===== src/rtl/tt_transmision_param.sv =====
// -----------------------------------------------------------------------------
// tt_transmision_param
//   Automatic-transmission selector. It handles the P/N/R/D mode and the
//   NUM_GEARS forward gears in D. A brake interlock guards mode changes, and a
//   minimum-dwell counter paces the automatic up/down shifts. The block sits
//   between the driver selector/pedal inputs and the dashboard LED bank.
//
// Ports
//   clk        in   1          system clock, rising edge
//   reset      in   1          synchronous, active-high
//   sel_p/n/r/d in  1 each     mode requests; priority P > N > R > D
//   brake      in   1          brake pedal pressed
//   accel      in   1          accelerator pressed
//   mode       out  2          current mode (P=00, N=01, R=10, D=11)
//   gear       out  GW         current gear index, 0-based; 0 outside D
//   led_gear   out  NUM_GEARS  one-hot gear LED; all zero outside D
//   led_p/n/r  out  1 each     mode LEDs
//   shift_evt  out  1          1-cycle pulse after every gear change in D
//   reject     out  1          1-cycle pulse after a blocked mode request
// -----------------------------------------------------------------------------
module tt_transmision_param #(
   parameter  int NUM_GEARS    = 4,
   parameter  int DWELL_CYCLES = 8,
   localparam int GW           = $clog2(NUM_GEARS),
   localparam int CW           = (DWELL_CYCLES > 1) ? $clog2(DWELL_CYCLES) : 1
) (
   input  logic                 clk,
   input  logic                 reset,
   input  logic                 sel_p,
   input  logic                 sel_n,
   input  logic                 sel_r,
   input  logic                 sel_d,
   input  logic                 brake,
   input  logic                 accel,
   output logic [1:0]           mode,
   output logic [GW-1:0]        gear,
   output logic [NUM_GEARS-1:0] led_gear,
   output logic                 led_p,
   output logic                 led_n,
   output logic                 led_r,
   output logic                 shift_evt,
   output logic                 reject
);

   typedef enum logic [1:0] {
      MODE_P = 2'b00,
      MODE_N = 2'b01,
      MODE_R = 2'b10,
      MODE_D = 2'b11
   } mode_e;

   localparam logic [CW-1:0] CNT_MAX  = CW'(DWELL_CYCLES - 1);
   localparam logic [GW-1:0] GEAR_MAX = GW'(NUM_GEARS - 1);

   mode_e          mode_q, mode_d;
   logic [GW-1:0]  gear_q, gear_d;
   logic [CW-1:0]  cnt_q, cnt_d;
   logic           shift_evt_q, shift_evt_d;
   logic           reject_q, reject_d;

   mode_e          req;
   logic           req_vld;
   logic           change_req;
   logic           blocked;

   // NOTE: every signal written here gets a default first, so no path can
   // leave one unassigned and infer a latch.
   always_comb begin
      mode_d      = mode_q;
      gear_d      = gear_q;
      cnt_d       = cnt_q;
      shift_evt_d = 1'b0;
      reject_d    = 1'b0;
      req         = MODE_P;
      req_vld     = 1'b1;

      if (sel_p)      req = MODE_P;
      else if (sel_n) req = MODE_N;
      else if (sel_r) req = MODE_R;
      else if (sel_d) req = MODE_D;
      else            req_vld = 1'b0;

      // A request for the current mode is a no-op and does not disturb shifting.
      change_req = req_vld && (req != mode_q);
      blocked    = ((mode_q == MODE_P) && !brake) ||
                   ((mode_q == MODE_D) && ((req == MODE_P) || (req == MODE_R)) &&
                    (gear_q != '0));

      if (change_req && !blocked) begin
         // Entering or leaving D always restarts from gear 0 with a fresh dwell.
         mode_d = req;
         gear_d = '0;
         cnt_d  = '0;
      end else begin
         reject_d = change_req;
         if (mode_q == MODE_D) begin
            if (cnt_q != CNT_MAX) begin
               cnt_d = cnt_q + 1'b1;
            end else if (!reject_d) begin
               // A reject cycle holds the gear, which keeps reject and
               // shift_evt mutually exclusive. Brake wins over accel.
               if (brake && (gear_q != '0)) begin
                  gear_d      = gear_q - 1'b1;
                  cnt_d       = '0;
                  shift_evt_d = 1'b1;
               end else if (accel && !brake && (gear_q < GEAR_MAX)) begin
                  gear_d      = gear_q + 1'b1;
                  cnt_d       = '0;
                  shift_evt_d = 1'b1;
               end
            end
         end
      end
   end

   // NOTE: state flops use non-blocking assignments so every register samples
   // the pre-edge values, independent of statement order.
   always_ff @(posedge clk) begin
      if (reset) begin
         mode_q      <= MODE_P;
         gear_q      <= '0;
         cnt_q       <= '0;
         shift_evt_q <= 1'b0;
         reject_q    <= 1'b0;
      end else begin
         mode_q      <= mode_d;
         gear_q      <= gear_d;
         cnt_q       <= cnt_d;
         shift_evt_q <= shift_evt_d;
         reject_q    <= reject_d;
      end
   end

   assign mode      = mode_q;
   assign gear      = gear_q;
   assign led_gear  = (mode_q == MODE_D) ? (NUM_GEARS'(1) << gear_q) : '0;
   assign led_p     = (mode_q == MODE_P);
   assign led_n     = (mode_q == MODE_N);
   assign led_r     = (mode_q == MODE_R);
   assign shift_evt = shift_evt_q;
   assign reject    = reject_q;

endmodule

===== config.mk =====
export PLATFORM = sky130hd
export DESIGN_NAME = tt_transmision_param
export DESIGN_NICKNAME = d
export VERILOG_FILES = /design/src/rtl/tt_transmision_param.sv
export SDC_FILE = /design/constraint.sdc
export NUM_CORES = 1
export LEC_CHECK = 0
export BUFFER_PORTS_ARGS = -buffer_cell sky130_fd_sc_hd__buf_2
export CORE_AREA = 4 4 41 43
export CTS_CLUSTER_DIAMETER = 150
export DETAILED_ROUTE_END_ITERATION = 12
export DIE_AREA = 0 0 45 47
export PLACE_DENSITY = 0.75
export SETUP_SLACK_MARGIN = 0.5
export SLEW_MARGIN = 20
export SYNTH_ARGS = -nofsm -noshare
export SYNTH_HDL_FRONTEND = slang
export SYNTH_SLANG_ARGS = --single-unit

===== constraint.sdc =====
create_clock -name clk -period 3.63 [get_ports clk]
set_clock_uncertainty 0.2 [all_clocks]
set_input_delay 0.5445 -clock clk [delete_from_list [all_inputs] [get_ports clk]]
set_output_delay 0.5445 -clock clk [all_outputs]
set_load 0.02 [all_outputs]

==> impl_metrics.env <==
export IMPL_status="completed"
export IMPL_p_comb_frac=0.150
export IMPL_crit_arrival_ps=2220
export IMPL_synth_distinct_cells=39
export IMPL_cp_data_required_time_ps=3550
export IMPL_switching_share=0.267
export IMPL_synth_largest_area_cell="dfxtp_1"
export IMPL_synthArstFlopShare=0
export IMPL_synth_simple_gate_area_share=0.345
export IMPL_dieArea_mm2=0.00212
export IMPL_max_cap_violations=0
export IMPL_r2r_cells=5
export IMPL_min_period_over_period=0.633
export IMPL_switchingPower_uw=56.4
export IMPL_antenna_found_initial=0
export IMPL_worstSetupStartpointType="flip-flop"
export IMPL_clkSinkCount=9
export IMPL_stdcell_count=115
export IMPL_die_x_um=45
export IMPL_muxShareOfSynthArea=0
export IMPL_critPathCapture="gear[0]"
export IMPL_syn_avg_cell_area_um2=7.81
export IMPL_critPathLaunch="mode[1]"
export IMPL_ys_ff_latch=9
export IMPL_via_per_inst=5.65
export IMPL_drc_errors=0
export IMPL_yosysTopAreaCellShare=0.292
export IMPL_slew_violations=0
export IMPL_boundaryPins=21
export IMPL_min_path_type="in -> reg"
export IMPL_cts_resized_gates=0
export IMPL_power_share_clock=0.365
export IMPL_fin_tns_setup_ps=0
export IMPL_synthAdderAreaFrac=0.0406
export IMPL_num_fill_cells=131
export IMPL_hold_buffers=0
export IMPL_syn_cell_area_um2=617
export IMPL_synth_nets=89
export IMPL_rows=13
export IMPL_ff_latch_area_um2=180
export IMPL_clk_latency_ps=260
export IMPL_yosys_warnings=0
export IMPL_crit_path_max_fanout=13
export IMPL_cts_tree="built"
export IMPL_endpoint_kind="flip-flop"
export IMPL_worstSetupPathType="reg -> reg"
export IMPL_grt_overflow=0
export IMPL_multi_input_area_um2=405
export IMPL_clk_pin_slew_ps=60
export IMPL_p_int_uw=155
export IMPL_r2r_slack_ps=1330
export IMPL_ir_worst_vdd_v=0.000189
export IMPL_synth_compound_area_frac=0.258
export IMPL_p_seq_frac=0.485
export IMPL_hold_slack_ps=277
export IMPL_core_area_mm2=0.00130
export IMPL_grt_max_degree=14
export IMPL_hpwl_mm=1.09
export IMPL_area_delta_synth_final_pct=20.3
export IMPL_grt_pass1_wl_mm=2.43
export IMPL_drt_iter0_markers=12
export IMPL_io_buffer_count=20
export IMPL_initial_utilization=0.474
export IMPL_cts_setup_buffers=0
export IMPL_numCtsBuffers=3
export IMPL_htree_levels=1
export IMPL_track_usage=0.155
export IMPL_wl_per_cell_um=12.6
export IMPL_ant_nets=0
export IMPL_antenna_diode_count=0
export IMPL_syn_inst=79
export IMPL_finalSetupViolations=0
export IMPL_synth_common_cells="9 x dfxtp_1, 9 x nor2_1, 7 x o21ai_0"
export IMPL_tightest_slew_ps=770
export IMPL_synth_area_top_cells="dfxtp_1 29%, o21ai_0 5.7%, nor2_1 5.5%"
export IMPL_pwr_density_cell_mw_per_mm2=284
export IMPL_nets=111
export IMPL_max_freq_mhz=435
export IMPL_synth_top_family_by_area="simple AND/OR/NAND/NOR gates"
export IMPL_total_leakage_power_uw=0.000318
export IMPL_via_count=650
export IMPL_relSlewSlack=0.482
export IMPL_fin_util=0.570
export IMPL_timing_rr_start="mode[1]"
export IMPL_place_congestion=0.850
export IMPL_grt_setup_unrepaired="no"
export IMPL_final_hold_viol_count=0
export IMPL_ys_seq_area_frac=0.292
export IMPL_synth_xor_area_share=0.0142
export IMPL_drt_total_wl_mm=1.45
export IMPL_clockBufferDepth=2
export IMPL_period_needed_ps=2300
export IMPL_synth_edff_count=0
export IMPL_dp_cells=111
export IMPL_die_h_um=47
export IMPL_first_pass_iters=4
export IMPL_synth_main_ff_cell="dfxtp_1"
export IMPL_grt_pass1_vias=549
export IMPL_cts_root_buf="clkbuf_4"
export IMPL_drive_gt1_frac=0.280
export IMPL_worstReg2RegEnd="gear[0]"
## metrics by stage
step           instance area [um^2]  setup slack [ps]  total power (uW)
2_1_floorplan                   617              1490               124
6_report                        742              1330               211
3_3_place_gp                    716              1290               135
4_1_cts                         742              1320               214
3_5_place_dp                    716              1180               136
5_1_grt                         742              1140               223
## metal layers
layer	up-vias	track usage	part of all wire
met3	0	0.0575	0.081
met4	0	0.0351	0
met5	-	0	0
met1	290	0.215	0.49
li1	336	-	-
met2	24	0.229	0.43
## how the worst min path moves through the flow
stage / from / to / slack [ps] / depth (start not counted)
after floorplan: cnt_q[1] / cnt_q[1] / 250 / 2
after global placement: cnt_q[1] / cnt_q[1] / 270 / 2
after detailed placement: cnt_q[1] / cnt_q[1] / 270 / 2
after CTS: reset / mode[1] / 270 / 2
after global routing: reset / mode[1] / 280 / 2
final: reset / mode[1] / 280 / 2
## cells in the final DEF, fill, tap and decap left out, types with 2 or more instances in the layout
cell type | netlist | layout
a21oi_1 | 5 | 5
and2_1 | 2 | 2
buf_2 | 1 | 20
clkbuf_4 | 0 | 3
dfxtp_1 | 9 | 9
ha_1 | 2 | 2
inv_1 | 3 | 3
nand2_1 | 5 | 5
nor2_1 | 9 | 9
nor3_1 | 5 | 5
nor3b_1 | 3 | 3
o21ai_0 | 7 | 7
## state kept, by name, indices dropped and copies added (netlist names)
| signal | flops |
|---|---|
| mode | 2 |
| gear | 2 |
| shift_evt | 1 |
| cnt_q | 3 |
| reject | 1 |
## cell type report
type,instances,area share
tap,15,0.0253
multi-input combinational,64,0.546
sequential,9,0.243
inverter,3,0.0152
clock buffer,4,0.0354
timing repair buffer,20,0.135
## power groups by stage
| stage | Combinational [uW] | Sequential (uW) | Clock [uW] |
|---|---|---|---|
| after detailed placement | 31.4 | 104 | 0 |
| after global routing | 35.1 | 103 | 85.8 |
| after CTS | 31.4 | 102 | 80.2 |
| final | 31.6 | 102 | 77.1 |
| after floorplan | 18.8 | 105 | 0 |
| after global placement | 30.7 | 105 | 0 |
## critical path: stages, from the launching register on
cell	delay, ps
dfxtp_1	560
o21ai_0	210
o2111ai_1	170
nand3_1	200
o31ai_1	710
nor2_1	100
## cells by family (layout without fill, tap and decap cells)
kind of cell    count (synthesis)  count (layout)
simple gates                   37              37
compound gates                 24              24
flops                           9               9
buf+inv                         6              27
fa+ha+maj                       2               2
xor+xnor                        1               1
Note: power is estimated with default switching activity, not from simulation.
